## src/rtl/regfile_wb_arbiter.sv

```systemverilog
// Arbitrates the single RegFile write port between pipeline writeback and the MDU,
// tracks in-flight MDU destinations, and forces a pipeline bubble for a starving MDU result.
module regfile_wb_arbiter #(
  parameter int STARVE_MAX = 4,
  parameter int NREG       = 32
) (
  input  logic        clk,
  input  logic        rst,
  input  logic        wb_we,
  input  logic [4:0]  wb_rd,
  input  logic [31:0] wb_dat,
  input  logic        mdu_valid,
  input  logic [4:0]  mdu_rd,
  input  logic [31:0] mdu_dat,
  output logic        mdu_ready,
  input  logic        iss_valid,
  input  logic [4:0]  iss_rd,
  input  logic [4:0]  dec_ra,
  input  logic [4:0]  dec_rb,
  input  logic [4:0]  dec_rw,
  output logic        haz_a,
  output logic        haz_b,
  output logic        haz_w,
  output logic        stall_pipe,
  output logic        rf_we,
  output logic [4:0]  rf_waddr,
  output logic [31:0] rf_wdat
);

  localparam logic [1:0] IDLE  = 2'd0;
  localparam logic [1:0] WAIT  = 2'd1;
  localparam logic [1:0] FORCE = 2'd2;
  localparam logic [2:0] STARVE_LIM = 3'(STARVE_MAX);

  logic [NREG-1:0] pend_r;
  logic [NREG-1:0] pend_nxt_s;
  logic [1:0]      state_r;
  logic [1:0]      state_nxt_s;
  logic [2:0]      cnt_r;
  logic [2:0]      cnt_nxt_s;
  logic [2:0]      cnt_inc_s;
  logic            stall_r;
  logic            wb_eff_s;
  logic            commit_s;

  assign wb_eff_s = wb_we & (wb_rd != 5'd0);
  assign commit_s = mdu_valid & mdu_ready;
  assign cnt_inc_s = (cnt_r == 3'd7) ? 3'd7 : cnt_r + 3'd1;

  // Write-port mux: WB always wins, MDU takes any slot WB leaves free.
  always_comb begin
    rf_we     = 1'b0;
    rf_waddr  = 5'd0;
    rf_wdat   = 32'd0;
    mdu_ready = 1'b0;
    if (rst) begin
      rf_we     = 1'b0;
      mdu_ready = 1'b0;
    end else if (wb_eff_s) begin
      rf_we    = 1'b1;
      rf_waddr = wb_rd;
      rf_wdat  = wb_dat;
    end else if (mdu_valid) begin
      // An MDU result for r0 still completes, it just never reaches the RegFile.
      rf_we     = (mdu_rd != 5'd0);
      rf_waddr  = mdu_rd;
      rf_wdat   = mdu_dat;
      mdu_ready = 1'b1;
    end else begin
      rf_we     = 1'b0;
      mdu_ready = 1'b0;
    end
  end

  // Scoreboard next state: issue set takes priority over a same-cycle commit clear.
  always_comb begin
    pend_nxt_s = pend_r;
    if (commit_s) begin
      pend_nxt_s[mdu_rd] = 1'b0;
    end else begin
      pend_nxt_s = pend_r;
    end
    if (iss_valid) begin
      pend_nxt_s[iss_rd] = 1'b1;
    end else begin
      pend_nxt_s[0] = 1'b0;
    end
    pend_nxt_s[0] = 1'b0;
  end

  // Starvation FSM next state and wait counter.
  always_comb begin
    state_nxt_s = state_r;
    cnt_nxt_s   = cnt_r;
    case (state_r)
      IDLE: begin
        if (mdu_valid & ~mdu_ready) begin
          state_nxt_s = WAIT;
          cnt_nxt_s   = 3'd1;
        end else begin
          state_nxt_s = IDLE;
          cnt_nxt_s   = 3'd0;
        end
      end
      WAIT: begin
        if (commit_s) begin
          state_nxt_s = IDLE;
          cnt_nxt_s   = 3'd0;
        end else if (cnt_inc_s >= STARVE_LIM) begin
          state_nxt_s = FORCE;
          cnt_nxt_s   = cnt_inc_s;
        end else begin
          state_nxt_s = WAIT;
          cnt_nxt_s   = cnt_inc_s;
        end
      end
      FORCE: begin
        if (commit_s | ~mdu_valid) begin
          state_nxt_s = IDLE;
          cnt_nxt_s   = 3'd0;
        end else begin
          state_nxt_s = FORCE;
          cnt_nxt_s   = cnt_r;
        end
      end
      default: begin
        state_nxt_s = IDLE;
        cnt_nxt_s   = 3'd0;
      end
    endcase
  end

  // State registers; stall_pipe is registered from the next state so it is a clean Moore output.
  always_ff @(posedge clk or posedge rst) begin
    if (rst) begin
      pend_r  <= '0;
      state_r <= IDLE;
      cnt_r   <= 3'd0;
      stall_r <= 1'b0;
    end else begin
      pend_r  <= pend_nxt_s;
      state_r <= state_nxt_s;
      cnt_r   <= cnt_nxt_s;
      stall_r <= (state_nxt_s == FORCE);
    end
  end

  assign stall_pipe = stall_r;
  assign haz_a      = ~rst & pend_r[dec_ra];
  assign haz_b      = ~rst & pend_r[dec_rb];
  assign haz_w      = ~rst & pend_r[dec_rw];

endmodule

```

## config.mk

```make
export PLATFORM = sky130hd
export DESIGN_NAME = regfile_wb_arbiter
export DESIGN_NICKNAME = d
export VERILOG_FILES = /design/src/rtl/regfile_wb_arbiter.sv
export SDC_FILE = /design/constraint.sdc
export NUM_CORES = 1
export LEC_CHECK = 0
export CAP_MARGIN = 20
export CORE_ASPECT_RATIO = 1.75
export CORE_MARGIN = 2
export CORE_UTILIZATION = 45
export CTS_CLUSTER_DIAMETER = 120
export DETAILED_ROUTE_END_ITERATION = 8
export PLACE_DENSITY_LB_ADDON = 0.15
export SLEW_MARGIN = 20
export SYNTH_ARGS = -nofsm -noshare
export SYNTH_HDL_FRONTEND = slang
export SYNTH_SLANG_ARGS = --single-unit
export TNS_END_PERCENT = 1
```

## constraint.sdc

```tcl
create_clock -name clk -period 4.8 [get_ports clk]
set_input_delay 0.96 -clock clk [delete_from_list [all_inputs] [get_ports clk]]
set_output_delay 0.96 -clock clk [all_outputs]
set_load 0.05 [all_outputs]
```

==> results.md <==
- Maxcap violations: 0
- Area Growth Syn to Fin: 67.7%
- HPWL after DPL: 9540 microns
- Hold-fix buffers, CTS: 0
- Sequential power share: 35.0%
- Root buffer cell: clkbuf_16
- Post-synthesis mux area share: 19.3%
- Internal: 0.931 mW
- Worst R2R Path Depth: 3
- Final setup viols: 0
- Total GRT Usage: 34.6%
- Post-synth top area share: 31.1%
- Cell accounting for the most synthesized area: dfrtp_1
- Min Tclk post-route: 4.35 ns
- Worst min path class: reg -> reg
- Full die area: 7320 sq um
- Most common flop cell mapped by yosys: dfrtp_1
- Final #Nets: 542
- Static leakage power: 2.03 nW
- Pre-CTS WS: 0.507 ns
- Simple-Gate Fraction of Synth Area: 20.7%
- Post-CTS sizing: 0
- Adder-cell share of the synthesized area: 0.420%
- Seq/Total Area, Yosys: 31.1%
- CP max FO: 8
- Post-route setup slack: 0.452 ns
- 1st-iter DRT viols: 330
- Slew Viols, Final: 0
- CP Data Required Time: 3.84 ns
- Crit path capture: rf_waddr[2]
- First-pass GRT wire length: 18,700 microns
- Post-route setup TNS: 0 ns
- Deepest clock path buffer count: 2
- Initial antenna violation count: 2
- Flop2flop setup slack: 3.63 ns
- Yosys cell types: 39
- Gp weighted congestion: 0.971
- Ranking of synthesized cells by area: dfrtp_1 31%, a22o_1 15%, mux4_2 12%, mux2i_1 5.7%, nand2_1 4.0%
- Hold Vio Cnt, Final: 0
- Post-Route WL: 12,000 microns
- Largest net degree at the start of global routing: 39
- Worst IR Drop VDD: 0.159 mV
- Reg-to-reg critical path endpoint: cnt_r[1]$_DFFE_PP0P_
- Slew HR: 60.0%
- Io pins: 142
- Initial core utilization: 45.9%
- GRT overflow: 0
- Post-Syn Area per Cell: 9.77 sq um
- CTS tree: built
- Net switching power: 0.527 mW
- Synthesized area: 2980 sq um
- Largest family of logic cells by synthesized area: compound AO/OA/AOI/OAI gates
- Fin Hold WS: 0.496 ns
- CP startpoint: wb_rd[1]
- Num rows: 39
- Average wire per standard cell: 22.7 microns
- Pwr/cell area: 292 nW/um^2
- Highest Clock Rate: 230 MHz
- Drt first pass iters: 5
- Latest clock arrival within the worst-skew pair: 0.29 ns
- Die width: 65.5 microns
- CP arrival: 3.39 ns
- WS Path Type: in -> out
- XOR/XNOR Fraction of Synth Area: 0%
- Syn Nets: 405
- Synth Instances: 305
- Antenna viol nets, final: 0
- Buffers on Ports: 141
- Comb pwr share: 43.0%
- DRC errors left: 0
- Post-synth ARST share: 100%
- Vias in the first global route: 3,555
- Outcome: complete, no violations
- Avg Vias per Cell: 6.43
- Post-synthesis compound-gate area fraction: 25.1%
- Layout cell share with drive strength beyond 1: 19.9%
- Startpoint types: input port
- Sw Share: 36.2%
- Post-CTS Setup Bufs: 0
- Critical Path Sink Type: primary output
- Commonest cells post-synth: 51 x a22o_1, 37 x dfrtp_1, 32 x nand2_1
- Synthesis-stage register bit count: 37
- Vias: 3,388
- Clk pwr share: 22.0%
- Worst-Margin Slew: 0.599 ns
- Post-synth EDFFs: 0
- Yosys warning total: 0
- Final worst-path cycle share: 90.6%
- Count leader, synth: a22o_1
- Clock skew: 0.00410 ns
- Clock-pin slew on the worst setup and hold paths: 0.05 ns
- Crit Reg-Reg Startpoint: cnt_r[0]$_DFFE_PP0P_
- Num CTS Buffers: 5
- Clk sinks: 37
- H-tree depth: 2
- Die height: 112 microns
- RSZ-0062 raised after global routing: no
- Core ar.: 6490 sq um
metal layers:
layer	global-route usage (%)	part of all wire, %	vias to the layer above
li1	-	-	1484
met1	38.0	33	1615
met5	0	0	-
met4	18.3	4.8	0
met3	11.6	11	40
met2	57.8	51	249
cell type report:
| cell class | count | area [sq um] |
|---|---|---|
| multi-input cells | 244 | 1950 |
| diodes | 2 | 5.00 |
| flip-flops and latches | 37 | 926 |
| fillers | 459 | 1490 |
| clock inverters | 3 | 17.5 |
| well taps | 82 | 103 |
| repair buffers | 152 | 1860 |
| clock buffers | 5 | 125 |
| inverters | 2 | 7.51 |
registers in the layout (all words and copies together) (netlist names):
signal	flops
pend_r	31
cnt_r	3
stall_pipe	1
state_r	2
cell families (layout without fill, tap and decap cells):
group,count (synthesis),count (layout)
fa+ha+maj,1,1
buf+inv,24,162
other cells,0,2
compound gates,95,95
simple gates,111,111
mux,37,37
flops,37,37
worst min path at each step:
| stage | start | to | slack (ns) | cells after the start |
|---|---|---|---|---|
| after CTS | cnt_r[1]$_DFFE_PP0P_ | cnt_r[1]$_DFFE_PP0P_ | 0.50 | 1 |
| after global placement | cnt_r[1]$_DFFE_PP0P_ | cnt_r[1]$_DFFE_PP0P_ | 0.48 | 1 |
| after floorplan | cnt_r[2]$_DFFE_PP0P_ | cnt_r[2]$_DFFE_PP0P_ | 0.46 | 2 |
| final | cnt_r[1]$_DFFE_PP0P_ | cnt_r[1]$_DFFE_PP0P_ | 0.50 | 1 |
| after global routing | cnt_r[1]$_DFFE_PP0P_ | cnt_r[1]$_DFFE_PP0P_ | 0.52 | 1 |
| after detailed placement | cnt_r[1]$_DFFE_PP0P_ | cnt_r[1]$_DFFE_PP0P_ | 0.49 | 1 |
cell usage in the layout (no fill, tap or decap), types with 3 or more instances in the layout:
cell type,Yosys,final
buf_12,0,37
o21ai_0,15,15
nand2_1,32,32
mux4_2,16,16
nor2b_1,8,8
nor3b_1,7,7
a22o_1,51,51
a21oi_1,6,6
mux2_2,4,4
clkdlybuf4s50_1,0,102
a31oi_1,3,3
nand3b_1,11,11
nor3_1,3,3
clkbuf_16,0,5
and3_1,7,7
or2_2,3,3
nor2_1,12,11
mux2i_1,17,17
buf_4,0,13
dfrtp_1,37,37
o2bb2ai_1,10,10
nand3_1,18,18
worst max-delay path, stage by stage:
cell and delay, ns:
clkdlybuf4s50_1 0.45, or4_4 0.57, o21ai_2 0.29, nand3_1 0.11
a21oi_1 0.15, clkdlybuf4s50_1 0.85
power groups by stage:
| stage | logic (mW) | registers, mW | clock network, mW |
|---|---|---|---|
| global route | 0.670 | 0.515 | 0.331 |
| global placement | 0.614 | 0.506 | 0 |
| detailed placement | 0.623 | 0.507 | 0 |
| CTS | 0.627 | 0.502 | 0.320 |
| finish | 0.627 | 0.511 | 0.320 |
| floorplan | 0.362 | 0.475 | 0 |
through the flow:
step	utilization, %	std cells	area [sq um]	power (mW)
2_1_floorplan	-	305	2980	0.837
3_3_place_gp	74.7	517	4850	1.12
3_5_place_dp	74.7	517	4850	1.13
4_1_cts	76.9	525	4990	1.45
5_1_grt	76.9	525	4990	1.52
6_report	77.0	527	5000	1.46
No activity file was read; power rests on OpenSTA's default activity.
